## config.mk

```make
export PLATFORM = sky130hd
export DESIGN_NAME = core_bus_arbiter
export DESIGN_NICKNAME = d
export VERILOG_FILES = /design/src/rtl/core_bus_arbiter.sv
export SDC_FILE = /design/constraint.sdc
export NUM_CORES = 1
export LEC_CHECK = 0
export CORE_AREA = 2 2 124 126
export DETAILED_ROUTE_END_ITERATION = 8
export DIE_AREA = 0 0 126 128
export PLACE_DENSITY = 0.59
export SYNTH_ARGS = -nofsm -noshare
export SYNTH_HDL_FRONTEND = slang
export SYNTH_SLANG_ARGS = --single-unit
```

## constraint.sdc

```tcl
create_clock -name clk -period 3.7 [get_ports clk]
set_clock_uncertainty 0.1 [all_clocks]
set_input_delay 1.11 -clock clk [delete_from_list [all_inputs] [get_ports clk]]
set_output_delay 1.11 -clock clk [all_outputs]
set_load 0.01 [all_outputs]
```

## src/rtl/core_bus_arbiter.sv

```systemverilog
// core_bus_arbiter: round-robin N-master to 1-slave req/gnt/rvalid arbiter with request lock and in-order response routing
module core_bus_arbiter #(
  parameter int N = 2,
  parameter int AW = 32,
  parameter int DW = 32,
  parameter int MAX_OUT = 4,
  localparam int BW = DW / 8,
  localparam int IW = (N > 1) ? $clog2(N) : 1,
  localparam int PW = (MAX_OUT > 1) ? $clog2(MAX_OUT) : 1,
  localparam int CW = $clog2(MAX_OUT + 1)
) (
  input  logic          clk,
  input  logic          rst,
  input  logic [N-1:0]    m_req,
  output logic [N-1:0]    m_gnt,
  output logic [N-1:0]    m_rvalid,
  input  logic [N-1:0]    m_we,
  input  logic [N*BW-1:0] m_be,
  input  logic [N*AW-1:0] m_addr,
  input  logic [N*DW-1:0] m_wdata,
  output logic [N*DW-1:0] m_rdata,
  output logic [N-1:0]    m_err,
  output logic          s_req,
  input  logic          s_gnt,
  input  logic          s_rvalid,
  output logic          s_we,
  output logic [BW-1:0] s_be,
  output logic [AW-1:0] s_addr,
  output logic [DW-1:0] s_wdata,
  input  logic [DW-1:0] s_rdata,
  input  logic          s_err,
  output logic [CW-1:0] outstanding,
  output logic          resp_err
);
  logic [IW-1:0] ptr, lock_idx, sel, idx, head;
  logic [IW-1:0] fifo [MAX_OUT];
  logic [PW-1:0] wr_ptr, rd_ptr;
  logic [CW-1:0] count;
  logic lock, found, hs, pop, resp_err_q;
  always_comb begin
    sel = lock ? lock_idx : ptr;
    found = lock;
    idx = ptr;
    for (int k = 0; k < N; k++) begin
      idx = IW'((int'(ptr) + k) % N);
      if (!found && m_req[idx]) begin
        sel = idx;
        found = 1'b1;
      end
    end
  end
  assign s_req = (|m_req) && (count < CW'(MAX_OUT)) && !rst;
  assign hs = s_req & s_gnt;
  assign pop = s_rvalid & (count != '0) & !rst;
  assign head = fifo[rd_ptr];
  assign s_we = m_we[sel];
  assign s_be = m_be[int'(sel)*BW +: BW];
  assign s_addr = m_addr[int'(sel)*AW +: AW];
  assign s_wdata = m_wdata[int'(sel)*DW +: DW];
  assign m_gnt = hs ? N'(1) << sel : '0;
  assign m_rvalid = pop ? N'(1) << head : '0;
  assign m_err = (pop & s_err) ? N'(1) << head : '0;
  assign m_rdata = {N{s_rdata}};
  assign outstanding = rst ? '0 : count;
  assign resp_err = resp_err_q & !rst;
  always_ff @(posedge clk) begin
    if (rst) begin
      ptr <= '0;
      lock <= 1'b0;
      lock_idx <= '0;
      count <= '0;
      wr_ptr <= '0;
      rd_ptr <= '0;
      resp_err_q <= 1'b0;
    end else begin
      lock <= s_req & ~s_gnt;
      lock_idx <= sel;
      count <= count + CW'(hs) - CW'(pop);
      if (hs) ptr <= (int'(sel) == N - 1) ? '0 : sel + 1'b1;
      if (hs) wr_ptr <= (int'(wr_ptr) == MAX_OUT - 1) ? '0 : wr_ptr + 1'b1;
      if (pop) rd_ptr <= (int'(rd_ptr) == MAX_OUT - 1) ? '0 : rd_ptr + 1'b1;
      if (s_rvalid && count == '0) resp_err_q <= 1'b1;
    end
  end
  always_ff @(posedge clk) begin
    if (hs) fifo[wr_ptr] <= sel;
  end
endmodule

```

======== Yosys cells after proc, flatten, opt, wreduce, memory -nomap -nowiden ========
Memory sizes are Yosys's and may differ from the RTL's. A register that Yosys moved wholly into a read port is not among the register bits.
Index checks and enable logic that the tools add are counted.
W data, S select, Z words.
storage, ports and cells
  bits in registers ....................... 11
  RAM bits ................................ 4
  memories ................................ 1
  output and inout port bits .............. 144
  bits of input ports ..................... 177
memory list
  memory  words  bits a word  rd ports  clocked after Yosys merged registers in  wr ports  RTL line  text
  fifo    4      1            1         1                                        1         36        logic [IW-1:0] fifo [MAX_OUT];
cells by class
  $lt $le $gt $ge ......................... 4
  shifts and indexed selects .............. 5
  equal/unequal tests ..................... 2
  reduce and logical (&&, ||, !) cells .... 11
  mux-type cells .......................... 21
  bitwise logic cells ..................... 7
  add/sub/neg operators ................... 6
operators by type and width
  operator               count
  $shiftx A64 B7 Y32     2
  $mux W2                7
  $mux W1                13
  $shiftx A8 B4 Y4       1
  $and A1 B1 Y1          6
  $lt A1 B2 Y1 const B   3
  $logic_and A1 B1 Y1    5
  $add A2 B1 Y2 const B  2
  $eq A2 B1 Y1 const B   2
  $shl A1 B1 Y2 const A  2
  $add A3 B1 Y3          1
  $logic_not A1 Y1       3
  $logic_not A3 Y1       1
  $lt A3 B3 Y1 const B   1
  $mux W3                1
  $reduce_bool A3 Y1     1
  $sub A3 B1 Y3          1
  $add A1 B1 Y1 const B  2
  $reduce_or A2 Y1       1
  $not A1 Y1             1

======== Longest topological paths before layout ========
Gate-level depths: netlist of the first run.
  depth after elaboration ................. 9
  mapped depth ............................ 10
  depth with buffers taken out ............ 10

======== Least setup slack after synthesis of the first run ========
OpenSTA, ideal clock, no wires.
  path type ............................... input port to output port
  start point ............................. input m_req[0]
  end point ............................... output s_addr[10]
  slack ................................... 0.285 ns
  cell stages on the path ................. 5
  required time ........................... 2.490 ns
  data arrival time ....................... 2.205 ns
  cells stage by stage .................... nand2b_4 -> a211o_4 -> nand2_8 -> buf_12 -> mux2_4
between the ends
  cells in the longest elaborated chain, start to end .. 8
RTL lines
  element                                      RTL line  text
  start: declaration                           14        input logic [N-1:0] m_req,
  $mux W1 (implied by the code) (2 in series)  46        if (!found && m_req[idx]) begin
  $logic_and A1 B1 Y1                          46
  $mux W1                                      46
  $logic_not A1 Y1                             46
  $logic_and A1 B1 Y1                          46
  $mux W1 (*)                                  46
  $shiftx A64 B7 Y32 (*)                       58        assign s_addr = m_addr[int'(sel)*AW +: AW];
  end: declaration                             28        output logic [AW-1:0] s_addr,
Every way passes the cells marked *; elsewhere a longest branch is shown, timed or not. The select of a mux whose other input is x is not followed.

======== Final worst setup path of the first run ========
  start point ............................. input m_req[0]
  end point ............................... output s_wdata[17]
between the ends
  cells in the longest elaborated chain, start to end .. 8
RTL lines
  element                                      RTL line  text
  $mux W1 (implied by the code) (2 in series)  46
  $logic_and A1 B1 Y1                          46
  $mux W1                                      46
  $logic_not A1 Y1                             46
  $logic_and A1 B1 Y1                          46
  $mux W1 (*)                                  46
  $shiftx A64 B7 Y32 (*)                       59        assign s_wdata = m_wdata[int'(sel)*DW +: DW];
  end: declaration                             29        output logic [DW-1:0] s_wdata,
Marks and branches as above.

==> run_summary.xml, run 1 <==
<?xml version="1.0" encoding="UTF-8"?>
<metrics>
  <group name="floorplanning">
    <metric name="die_area" unit="mm^2">0.0161</metric>
    <metric name="dieWidth" unit="um">126</metric>
    <metric name="die_h" unit="um">128</metric>
    <metric name="boundaryPins" unit="">321</metric>
    <metric name="coreArea" unit="mm^2">0.0149</metric>
    <metric name="start_util" unit="%">16.9</metric>
    <metric name="rows" unit="">45</metric>
  </group>
  <group name="worst_setup_path">
    <metric name="critical_path.endpoint_type" unit="">output port</metric>
    <metric name="timing.critical_path.slowest_cell_delay" unit="ns">0.43</metric>
    <metric name="r2r-start" unit="">count[2]</metric>
    <metric name="crit_fanout" unit="">5</metric>
    <metric name="cp_common_cell" unit="">sky130_fd_sc_hd__buf_6</metric>
    <metric name="start_kind" unit="">input port</metric>
    <metric name="worst-r2r-cell-count" unit="">10</metric>
    <metric name="cell_chain_of_the_critical_path" unit="">buf_6 -&gt; nand2b_4 -&gt; a211o_4 -&gt; nand2_8 -&gt; buf_12 -&gt; buf_6 -&gt; mux2_4 -&gt; buf_6</metric>
    <metric name="timing_worst_setup_path_type" unit="">input port to output port</metric>
    <metric name="required" unit="ns">2.49</metric>
    <metric name="worst_ep_arrival_time" unit="ns">2.59</metric>
    <metric name="worstSetupStartpoint" unit="">m_req[0]</metric>
    <metric name="critical_path_slowest_stage_cell" unit="">sky130_fd_sc_hd__a211o_4</metric>
  </group>
  <group name="layout">
    <metric name="final_area" unit="mm^2">0.00517</metric>
    <metric name="multi_input_area" unit="mm^2">0.00156</metric>
    <metric name="layout.area.seq" unit="um^2">380</metric>
    <metric name="synthToLayoutAreaGrowth" unit="%">106</metric>
    <metric name="insertedDiodeCount" unit="">0</metric>
    <metric name="mostFrequentLayoutCell" unit="">sky130_fd_sc_hd__clkdlybuf4s50_1</metric>
    <metric name="finalNetCount" unit="">614</metric>
    <metric name="layout.filler_cells" unit="">1500</metric>
    <metric name="mostFrequentLayoutCells" unit="">sky130_fd_sc_hd__clkdlybuf4s50_1 (146), sky130_fd_sc_hd__buf_6 (96), sky130_fd_sc_hd__mux2_4 (69)</metric>
    <metric name="ratio_of_cells_with_drive_above_1_in_the_final_layout" unit="%">47.6</metric>
  </group>
  <group name="status">
    <metric name="failed_checks" unit="">setup timing</metric>
    <metric name="run_status" unit="">complete, but fails checks</metric>
  </group>
  <group name="routing">
    <metric name="antenna_violating_nets_left" unit="">0</metric>
    <metric name="vias" unit="">2351</metric>
    <metric name="initialDrtViolationCount" unit="">26</metric>
    <metric name="detail_route.first_pass.iterations" unit="">3</metric>
    <metric name="drc" unit="">0</metric>
    <metric name="detail_route.wirelength" unit="um">10300</metric>
    <metric name="avgViaCountPerCell" unit="">3.81</metric>
    <metric name="routed_wire_length_per_instance" unit="um">16.6</metric>
  </group>
  <group name="power">
    <metric name="peakVddDrop" unit="mV">0.203</metric>
    <metric name="power-per-cell-area" unit="mW/mm^2">317</metric>
    <metric name="power_leakage" unit="nW">2.30</metric>
    <metric name="p_total" unit="mW">1.64</metric>
  </group>
  <group name="clocking">
    <metric name="cts.htree.levels" unit="">1</metric>
    <metric name="numCtsBuffers" unit="">3</metric>
    <metric name="clk_pin_slew_worst_paths" unit="ns">0.05</metric>
    <metric name="post_cts_hold_buffer_count" unit="">0</metric>
    <metric name="clk_latency" unit="ns">0.24</metric>
    <metric name="numClockSinks" unit="">17</metric>
    <metric name="clk_path_buf_depth" unit="">2</metric>
    <metric name="cts_tree" unit="">done</metric>
    <metric name="cts.root.buffer_cell" unit="">sky130_fd_sc_hd__clkbuf_16</metric>
  </group>
  <group name="grt">
    <metric name="grt_max_degree" unit="">20</metric>
    <metric name="total_grt_overflow" unit="">0</metric>
    <metric name="use_met2" unit="%">20.9</metric>
    <metric name="first_global_vias" unit="">2453</metric>
    <metric name="globalRouteTotalUtil" unit="%">11.5</metric>
    <metric name="grt_util_met1" unit="%">11.7</metric>
    <metric name="grt_first_pass_wirelength" unit="um">14200</metric>
    <metric name="busiest_layer" unit="">met2</metric>
    <metric name="grt_util_met3" unit="%">7.10</metric>
    <metric name="grt_antenna_before_repair" unit="">0</metric>
  </group>
  <group name="sta">
    <metric name="period_share" unit="%">103</metric>
    <metric name="tightestPinTransition" unit="ns">0.790</metric>
    <metric name="maxSlewViolCount" unit="">0</metric>
    <metric name="slew_hr" unit="%">47.2</metric>
    <metric name="setup_ws" unit="ns">-0.102</metric>
    <metric name="rsz0062_at_grt" unit="">yes</metric>
    <metric name="finalSetupViolCount" unit="">51</metric>
    <metric name="final_hold_viol_count" unit="">0</metric>
    <metric name="fin_setup_tns" unit="ns">-3.58</metric>
    <metric name="min_period" unit="ns">3.80</metric>
    <metric name="max_freq" unit="GHz">0.263</metric>
  </group>
  <group name="min_path">
    <metric name="hold_path_startpoint" unit="">resp_err_q</metric>
    <metric name="type_of_the_tightest_min_delay_check" unit="">register to register</metric>
    <metric name="hold_depth" unit="">2</metric>
  </group>
  <group name="synthesis">
    <metric name="synth.cell_area" unit="mm^2">0.00251</metric>
    <metric name="synth-seq-area-share" unit="%">15.2</metric>
    <metric name="postSynth.topFlopCell" unit="">sky130_fd_sc_hd__dfxtp_1</metric>
    <metric name="number_of_synthesized_register_bits" unit="">17</metric>
    <metric name="synth-edff-count" unit="">4</metric>
    <metric name="yosys.cell_types.count" unit="">32</metric>
    <metric name="synth_area_per_cell" unit="um^2">11.2</metric>
    <metric name="ys_async_sr_fraction" unit="%">0</metric>
    <metric name="synth.yosys.warnings" unit="">0</metric>
    <metric name="synth_cells" unit="">224</metric>
    <metric name="postSynthNetCount" unit="">408</metric>
  </group>
  <group name="place">
    <metric name="dp_worst_setup_slack" unit="ns">-0.845</metric>
    <metric name="post_dp_cell_area" unit="mm^2">0.00461</metric>
    <metric name="globalplace.congestion" unit="">0.819</metric>
    <metric name="dp_hpwl" unit="um">8080</metric>
    <metric name="buffer_ports.inserted" unit="">224</metric>
  </group>
  <group name="flow_run">
    <metric name="cap_violations" unit="">0</metric>
  </group>
</metrics>
## per-layer routing
| layer | vias up | part of all wire (%) |
|---|---|---|
| li1 | 1120 | - |
| met1 | 1050 | 35 |
| met2 | 177 | 51 |
| met3 | 4 | 13 |
| met4 | 0 | 0.43 |
| met5 | - | 0 |
## report_power, final
part           internal, mW  switching (mW)
combinational         0.771           0.400
sequential            0.226          0.0293
clock                 0.144          0.0683
## Yosys cell counts, drive strengths merged, types with 2 or more instances
library cell / instances / area [um^2]
edfxtp: 4 / 120
nor2: 13 / 48.8
buf: 72 / 624
mux2: 69 / 1030
nand2: 6 / 38.8
a211o: 2 / 26.3
dfxtp: 13 / 260
a21oi: 4 / 20.0
nor3: 5 / 25.0
nor2b: 6 / 37.5
and2: 5 / 31.3
ha: 6 / 75.1
o31ai: 3 / 27.5
inv: 4 / 15.0
## worst max-delay path, delay by kind of cell
family / cells / cell delay, ns
muxes: 1 / 0.30
AOI/OAI and AO/OA: 1 / 0.43
and+or+nand+nor: 2 / 0.26
buffers and inverters: 4 / 0.48
## per-stage QoR
step           hold slack, ns  util [%]  std cells
6_report                0.374      34.8        617
5_1_grt                 0.413      34.8        617
4_1_cts                 0.374      34.8        619
3_5_place_dp            0.362      31.0        592
3_3_place_gp            0.351      31.0        592
2_1_floorplan           0.329         -        224
## cell families (layout without fill, tap and decap cells)
family,count (synthesis),count (layout),synth area share (%)
buf+inv,77,279,25.6
mux,71,71,42.3
simple gates,39,42,9.02
flops,17,17,15.2
compound gates,11,11,3.44
fa+ha+maj,7,7,3.79
xor+xnor,2,2,0.698
## worst paths after layout
path,slack (ns),to
min,0.37,resp_err_q
max,-0.10,s_wdata[17]
min reg2reg,0.37,resp_err_q
max reg2reg,1.44,count[2]
## what timing repair did
item | CTS | global route
endpoints found under the setup margin | 76 | 72
setup buffers | 21 | 0
resized for setup | 408 | 8
pin swaps | 4 | 1
endpoints found under the hold margin | 0 | 0
gates cloned | 4 | 0
## cell type report
class,count,area share (%)
Sequential cell,17,7.36
Inverter,4,0.290
Clock inverter,1,0.0968
Multi-Input combinational cell,133,30.2
Timing Repair Buffer,271,56.1
Tap cell,188,4.55
Clock buffer,3,1.45
No activity file was read; power rests on OpenSTA's default activity.
==> run 2, diff against run 1 <==
Settings changed: RECOVER_POWER from default to 50.
==> run_summary.xml, run 2 (synthesis gave the netlist of run 1 again) <==
<?xml version="1.0" encoding="UTF-8"?>
<metrics>
  <group name="status">
    <metric name="run_status" unit="">complete, but fails checks</metric>
    <metric name="failed_checks" unit="">setup timing</metric>
  </group>
  <group name="sta">
    <metric name="finalSetupViolCount" unit="">50</metric>
    <metric name="setup_ws" unit="ns">-0.102</metric>
    <metric name="slew_hr" unit="%">47.2</metric>
    <metric name="tightestPinTransition" unit="ns">0.790</metric>
    <metric name="final_hold_viol_count" unit="">0</metric>
    <metric name="min_period" unit="ns">3.80</metric>
    <metric name="max_freq" unit="GHz">0.263</metric>
    <metric name="rsz0062_at_grt" unit="">yes</metric>
    <metric name="period_share" unit="%">103</metric>
    <metric name="maxSlewViolCount" unit="">0</metric>
  </group>
  <group name="power">
    <metric name="power_switching" unit="mW">0.495</metric>
    <metric name="power.share.clock" unit="%">12.9</metric>
    <metric name="power_frac_seq" unit="%">15.6</metric>
    <metric name="p_total" unit="mW">1.63</metric>
    <metric name="p_int" unit="mW">1.14</metric>
    <metric name="power-per-cell-area" unit="mW/mm^2">316</metric>
    <metric name="power.combinational.fraction" unit="%">71.5</metric>
    <metric name="power_leakage" unit="nW">2.30</metric>
    <metric name="peakVddDrop" unit="mV">0.201</metric>
    <metric name="power_switching_share" unit="%">30.3</metric>
  </group>
  <group name="clocking">
    <metric name="cts.htree.levels" unit="">1</metric>
    <metric name="cts_tree" unit="">done</metric>
    <metric name="numCtsBuffers" unit="">3</metric>
    <metric name="clk_latency" unit="ns">0.24</metric>
    <metric name="numClockSinks" unit="">17</metric>
    <metric name="clk_path_buf_depth" unit="">2</metric>
    <metric name="clk_pin_slew_worst_paths" unit="ns">0.05</metric>
    <metric name="cts.root.buffer_cell" unit="">sky130_fd_sc_hd__clkbuf_16</metric>
  </group>
  <group name="floorplanning">
    <metric name="start_util" unit="%">16.9</metric>
    <metric name="dieWidth" unit="um">126</metric>
    <metric name="boundaryPins" unit="">321</metric>
    <metric name="coreArea" unit="mm^2">0.0149</metric>
    <metric name="die_h" unit="um">128</metric>
    <metric name="rows" unit="">45</metric>
    <metric name="die_area" unit="mm^2">0.0161</metric>
  </group>
  <group name="place">
    <metric name="globalplace.congestion" unit="">0.819</metric>
    <metric name="post_dp_cell_area" unit="mm^2">0.00461</metric>
    <metric name="dp_worst_setup_slack" unit="ns">-0.845</metric>
    <metric name="buffer_ports.inserted" unit="">224</metric>
    <metric name="dp_hpwl" unit="um">8080</metric>
  </group>
  <group name="routing">
    <metric name="vias" unit="">2360</metric>
    <metric name="antenna_violating_nets_left" unit="">0</metric>
    <metric name="initialDrtViolationCount" unit="">28</metric>
    <metric name="avgViaCountPerCell" unit="">3.82</metric>
    <metric name="detail_route.wirelength" unit="um">10200</metric>
    <metric name="routed_wire_length_per_instance" unit="um">16.6</metric>
    <metric name="drc" unit="">0</metric>
    <metric name="detail_route.first_pass.iterations" unit="">3</metric>
  </group>
  <group name="layout">
    <metric name="synthToLayoutAreaGrowth" unit="%">106</metric>
    <metric name="insertedDiodeCount" unit="">0</metric>
    <metric name="final_area" unit="mm^2">0.00516</metric>
    <metric name="mostFrequentLayoutCells" unit="">sky130_fd_sc_hd__clkdlybuf4s50_1 (145), sky130_fd_sc_hd__buf_6 (96), sky130_fd_sc_hd__mux2_4 (69)</metric>
    <metric name="finish.utilization" unit="%">34.7</metric>
    <metric name="mostFrequentLayoutCell" unit="">sky130_fd_sc_hd__clkdlybuf4s50_1</metric>
    <metric name="ratio_of_cells_with_drive_above_1_in_the_final_layout" unit="%">47.1</metric>
    <metric name="finalNetCount" unit="">614</metric>
  </group>
  <group name="worst_setup_path">
    <metric name="timing_worst_setup_path_type" unit="">input port to output port</metric>
    <metric name="required" unit="ns">2.49</metric>
    <metric name="start_kind" unit="">input port</metric>
    <metric name="worst_ep_arrival_time" unit="ns">2.59</metric>
    <metric name="crit_fanout" unit="">5</metric>
    <metric name="critical_path.endpoint_type" unit="">output port</metric>
  </group>
  <group name="grt">
    <metric name="first_global_vias" unit="">2453</metric>
    <metric name="grt_max_degree" unit="">20</metric>
    <metric name="globalRouteTotalUtil" unit="%">11.5</metric>
    <metric name="total_grt_overflow" unit="">0</metric>
    <metric name="grt_first_pass_wirelength" unit="um">14200</metric>
    <metric name="grt_antenna_before_repair" unit="">0</metric>
  </group>
  <group name="min_path">
    <metric name="type_of_the_tightest_min_delay_check" unit="">register to register</metric>
  </group>
  <group name="flow_run">
    <metric name="cap_violations" unit="">0</metric>
  </group>
</metrics>
[run 2: worst paths after layout]
| check | slack [ns] | cells past startpoint | end | from |
|---|---|---|---|---|
| min reg2reg | 0.37 | 2 | resp_err_q | resp_err_q |
| min | 0.37 | 2 | resp_err_q | resp_err_q |
| max | -0.10 | 8 | s_wdata[17] | m_req[0] |
| max reg2reg | 1.34 | 9 | count[2] | count[1] |
[run 2: final cells by class]
| cell class | count | area [um^2] |
|---|---|---|
| multi-input cells | 133 | 1550 |
| inverters | 4 | 15.0 |
| fillers | 1501 | 9700 |
| well taps | 188 | 235 |
| flip-flops and latches | 17 | 380 |
| clock inverters | 1 | 5.00 |
| repair buffers | 271 | 2900 |
| clock buffers | 3 | 75.1 |
[run 2: power by group through the flow]
stage               sequential [mW]  combinational [mW]  clock (mW)
global placement              0.258               0.969           0
finish                        0.254                1.17       0.211
CTS                           0.256                1.19       0.216
detailed placement            0.259               0.982           0
global route                  0.259                1.24       0.226
floorplan                     0.251               0.577           0
[run 2: metal layers]
layer | part of all wire [%] | vias up | global-route usage, % | routed length (um)
li1 | - | 1123 | - | -
met1 | 35 | 1057 | 11.7 | 3590
met2 | 51 | 176 | 20.9 | 5260
met3 | 13 | 4 | 7.10 | 1350
met4 | 0.43 | 0 | 0.970 | 44
met5 | 0 | - | 0 | 0
[run 2: worst max-delay path: stages]
cell and delay (ns):
sky130_fd_sc_hd__buf_6 0.09, sky130_fd_sc_hd__nand2b_4 0.12, sky130_fd_sc_hd__a211o_4 0.43, sky130_fd_sc_hd__nand2_8 0.14
sky130_fd_sc_hd__buf_12 0.15, sky130_fd_sc_hd__buf_6 0.11, sky130_fd_sc_hd__mux2_4 0.30, sky130_fd_sc_hd__buf_6 0.13
[run 2: repair_timing]
| item | 4_1_cts | 5_1_grt |
|---|---|---|
| resized for setup | 408 | 8 |
| setup endpoints to repair | 76 | 72 |
| setup buffers | 21 | 0 |
| pin swaps | 4 | 1 |
| cloned | 4 | 0 |
| hold buffers | 0 | 0 |
[run 2: metrics by stage]
step | hold slack, ns | instances | setup TNS (ns)
2_1_floorplan | 0.329 | 224 | 0
3_3_place_gp | 0.351 | 592 | -55.84
3_5_place_dp | 0.362 | 592 | -57.12
4_1_cts | 0.374 | 619 | -5.33
5_1_grt | 0.413 | 617 | -6.60
6_report | 0.375 | 617 | -3.58
==> run 3, diff against run 2 <==
Settings changed: SKIP_CTS_REPAIR_TIMING from default to 1.
==> run_summary.xml, run 3 (synthesis gave the netlist of run 1 again) <==
<?xml version="1.0" encoding="UTF-8"?>
<metrics>
  <group name="worst_setup_path">
    <metric name="timing_worst_setup_path_type" unit="">input port to output port</metric>
    <metric name="worst_ep_arrival_time" unit="ns">2.67</metric>
    <metric name="crit_fanout" unit="">7</metric>
    <metric name="required" unit="ns">2.49</metric>
    <metric name="reg2reg_setup_slack" unit="ns">1.44</metric>
    <metric name="r2r-start" unit="">count[2]</metric>
    <metric name="start_kind" unit="">input port</metric>
    <metric name="worst_r2r_endpoint" unit="">count[2]</metric>
    <metric name="critical_path.endpoint_type" unit="">output port</metric>
    <metric name="worst-r2r-cell-count" unit="">10</metric>
  </group>
  <group name="grt">
    <metric name="first_global_vias" unit="">2285</metric>
    <metric name="total_grt_overflow" unit="">0</metric>
    <metric name="grt_first_pass_wirelength" unit="um">12700</metric>
    <metric name="globalRouteTotalUtil" unit="%">10.1</metric>
    <metric name="grt_antenna_before_repair" unit="">0</metric>
    <metric name="grt_max_degree" unit="">26</metric>
  </group>
  <group name="clocking">
    <metric name="clk_path_buf_depth" unit="">2</metric>
    <metric name="cts.htree.levels" unit="">1</metric>
    <metric name="cts.root.buffer_cell" unit="">sky130_fd_sc_hd__clkbuf_16</metric>
    <metric name="clk_latency" unit="ns">0.24</metric>
    <metric name="numClockSinks" unit="">17</metric>
    <metric name="clk_pin_slew_worst_paths" unit="ns">0.05</metric>
    <metric name="numCtsBuffers" unit="">3</metric>
    <metric name="cts_tree" unit="">done</metric>
  </group>
  <group name="floorplanning">
    <metric name="coreArea" unit="mm^2">0.0149</metric>
    <metric name="die_h" unit="um">128</metric>
    <metric name="rows" unit="">45</metric>
    <metric name="dieWidth" unit="um">126</metric>
    <metric name="boundaryPins" unit="">321</metric>
    <metric name="start_util" unit="%">16.9</metric>
    <metric name="die_area" unit="mm^2">0.0161</metric>
  </group>
  <group name="place">
    <metric name="dp_worst_setup_slack" unit="ns">-0.845</metric>
    <metric name="post_dp_cell_area" unit="mm^2">0.00461</metric>
    <metric name="globalplace.congestion" unit="">0.819</metric>
    <metric name="dp_hpwl" unit="um">8080</metric>
    <metric name="buffer_ports.inserted" unit="">224</metric>
  </group>
  <group name="layout">
    <metric name="mostFrequentLayoutCells" unit="">sky130_fd_sc_hd__clkdlybuf4s50_1 (146), sky130_fd_sc_hd__buf_6 (86), sky130_fd_sc_hd__mux2_4 (69)</metric>
    <metric name="ratio_of_cells_with_drive_above_1_in_the_final_layout" unit="%">48.2</metric>
    <metric name="mostFrequentLayoutCell" unit="">sky130_fd_sc_hd__clkdlybuf4s50_1</metric>
    <metric name="insertedDiodeCount" unit="">0</metric>
    <metric name="synthToLayoutAreaGrowth" unit="%">104</metric>
    <metric name="final_area" unit="mm^2">0.00513</metric>
    <metric name="finalNetCount" unit="">619</metric>
  </group>
  <group name="sta">
    <metric name="final_hold_viol_count" unit="">0</metric>
    <metric name="fin_setup_tns" unit="ns">-4.83</metric>
    <metric name="min_period" unit="ns">3.88</metric>
    <metric name="maxSlewViolCount" unit="">0</metric>
    <metric name="period_share" unit="%">105</metric>
    <metric name="rsz0062_at_grt" unit="">yes</metric>
    <metric name="tightestPinTransition" unit="ns">0.801</metric>
    <metric name="max_freq" unit="GHz">0.257</metric>
    <metric name="setup_ws" unit="ns">-0.184</metric>
    <metric name="slew_hr" unit="%">46.5</metric>
    <metric name="finalSetupViolCount" unit="">64</metric>
  </group>
  <group name="min_path">
    <metric name="type_of_the_tightest_min_delay_check" unit="">register to register</metric>
    <metric name="hold_depth" unit="">2</metric>
    <metric name="hold_path_startpoint" unit="">resp_err_q</metric>
    <metric name="hold_end" unit="">resp_err_q</metric>
  </group>
  <group name="routing">
    <metric name="antenna_violating_nets_left" unit="">0</metric>
    <metric name="routed_wire_length_per_instance" unit="um">16.5</metric>
    <metric name="detail_route.wirelength" unit="um">10200</metric>
    <metric name="detail_route.first_pass.iterations" unit="">4</metric>
    <metric name="drc" unit="">0</metric>
    <metric name="initialDrtViolationCount" unit="">24</metric>
    <metric name="vias" unit="">2369</metric>
    <metric name="avgViaCountPerCell" unit="">3.81</metric>
  </group>
  <group name="power">
    <metric name="peakVddDrop" unit="mV">0.203</metric>
    <metric name="power_leakage" unit="nW">2.37</metric>
    <metric name="power-per-cell-area" unit="mW/mm^2">315</metric>
  </group>
  <group name="flow_run">
    <metric name="cap_violations" unit="">0</metric>
  </group>
  <group name="status">
    <metric name="failed_checks" unit="">setup timing</metric>
    <metric name="run_status" unit="">complete, but fails checks</metric>
  </group>
</metrics>
run 3: worst max path at each step:
stage               slack [ns]  startpoint  cells after the start     endpoint
floorplan                 0.28    m_req[0]                      5   s_addr[10]
global placement         -0.83    m_req[1]                      7  s_wdata[17]
detailed placement       -0.85    m_req[1]                      7  s_wdata[27]
CTS                      -0.85    m_req[1]                      7  s_wdata[27]
global route             -0.23    m_req[0]                      9   s_addr[15]
finish                   -0.18    m_req[0]                      9   s_addr[15]
run 3: routing by layer:
metal	vias to the layer above	track usage (%)	wire length, um
met4	0	1.29	125
met5	-	0	0
met1	1053	10.4	3650
met2	181	17.4	5140
met3	8	6.80	1340
li1	1127	-	-
run 3: through the flow:
stage,util [%],cells,hold slack (ns),power [mW]
global route,34.5,622,0.413,1.72
detailed placement,31.0,592,0.362,1.24
CTS,31.6,596,0.374,1.46
global placement,31.0,592,0.351,1.23
finish,34.5,622,0.374,1.62
floorplan,-,224,0.329,0.827
run 3: power breakdown:
| group | internal (mW) | switching, mW | total (mW) |
|---|---|---|---|
| clock | 0.144 | 0.0683 | 0.213 |
| combinational | 0.754 | 0.396 | 1.15 |
| sequential | 0.226 | 0.0294 | 0.255 |
run 3: layout make-up:
| class | count | area (um^2) |
|---|---|---|
| Inverter | 4 | 15.0 |
| Tap cell | 188 | 235 |
| Fill cell | 1515 | 9730 |
| Sequential cell | 17 | 380 |
| Clock inverter | 1 | 5.00 |
| Multi-Input combinational cell | 133 | 1560 |
| Clock buffer | 3 | 75.1 |
| Timing Repair Buffer | 276 | 2860 |
run 3: worst max-delay path: stages:
cell	delay, ns
sky130_fd_sc_hd__buf_6	0.09
sky130_fd_sc_hd__nand2b_4	0.13
sky130_fd_sc_hd__a211o_4	0.42
sky130_fd_sc_hd__nand2_8	0.14
sky130_fd_sc_hd__buf_6	0.13
sky130_fd_sc_hd__clkbuf_16	0.14
sky130_fd_sc_hd__buf_6	0.09
sky130_fd_sc_hd__mux2_4	0.29
sky130_fd_sc_hd__buf_6	0.12
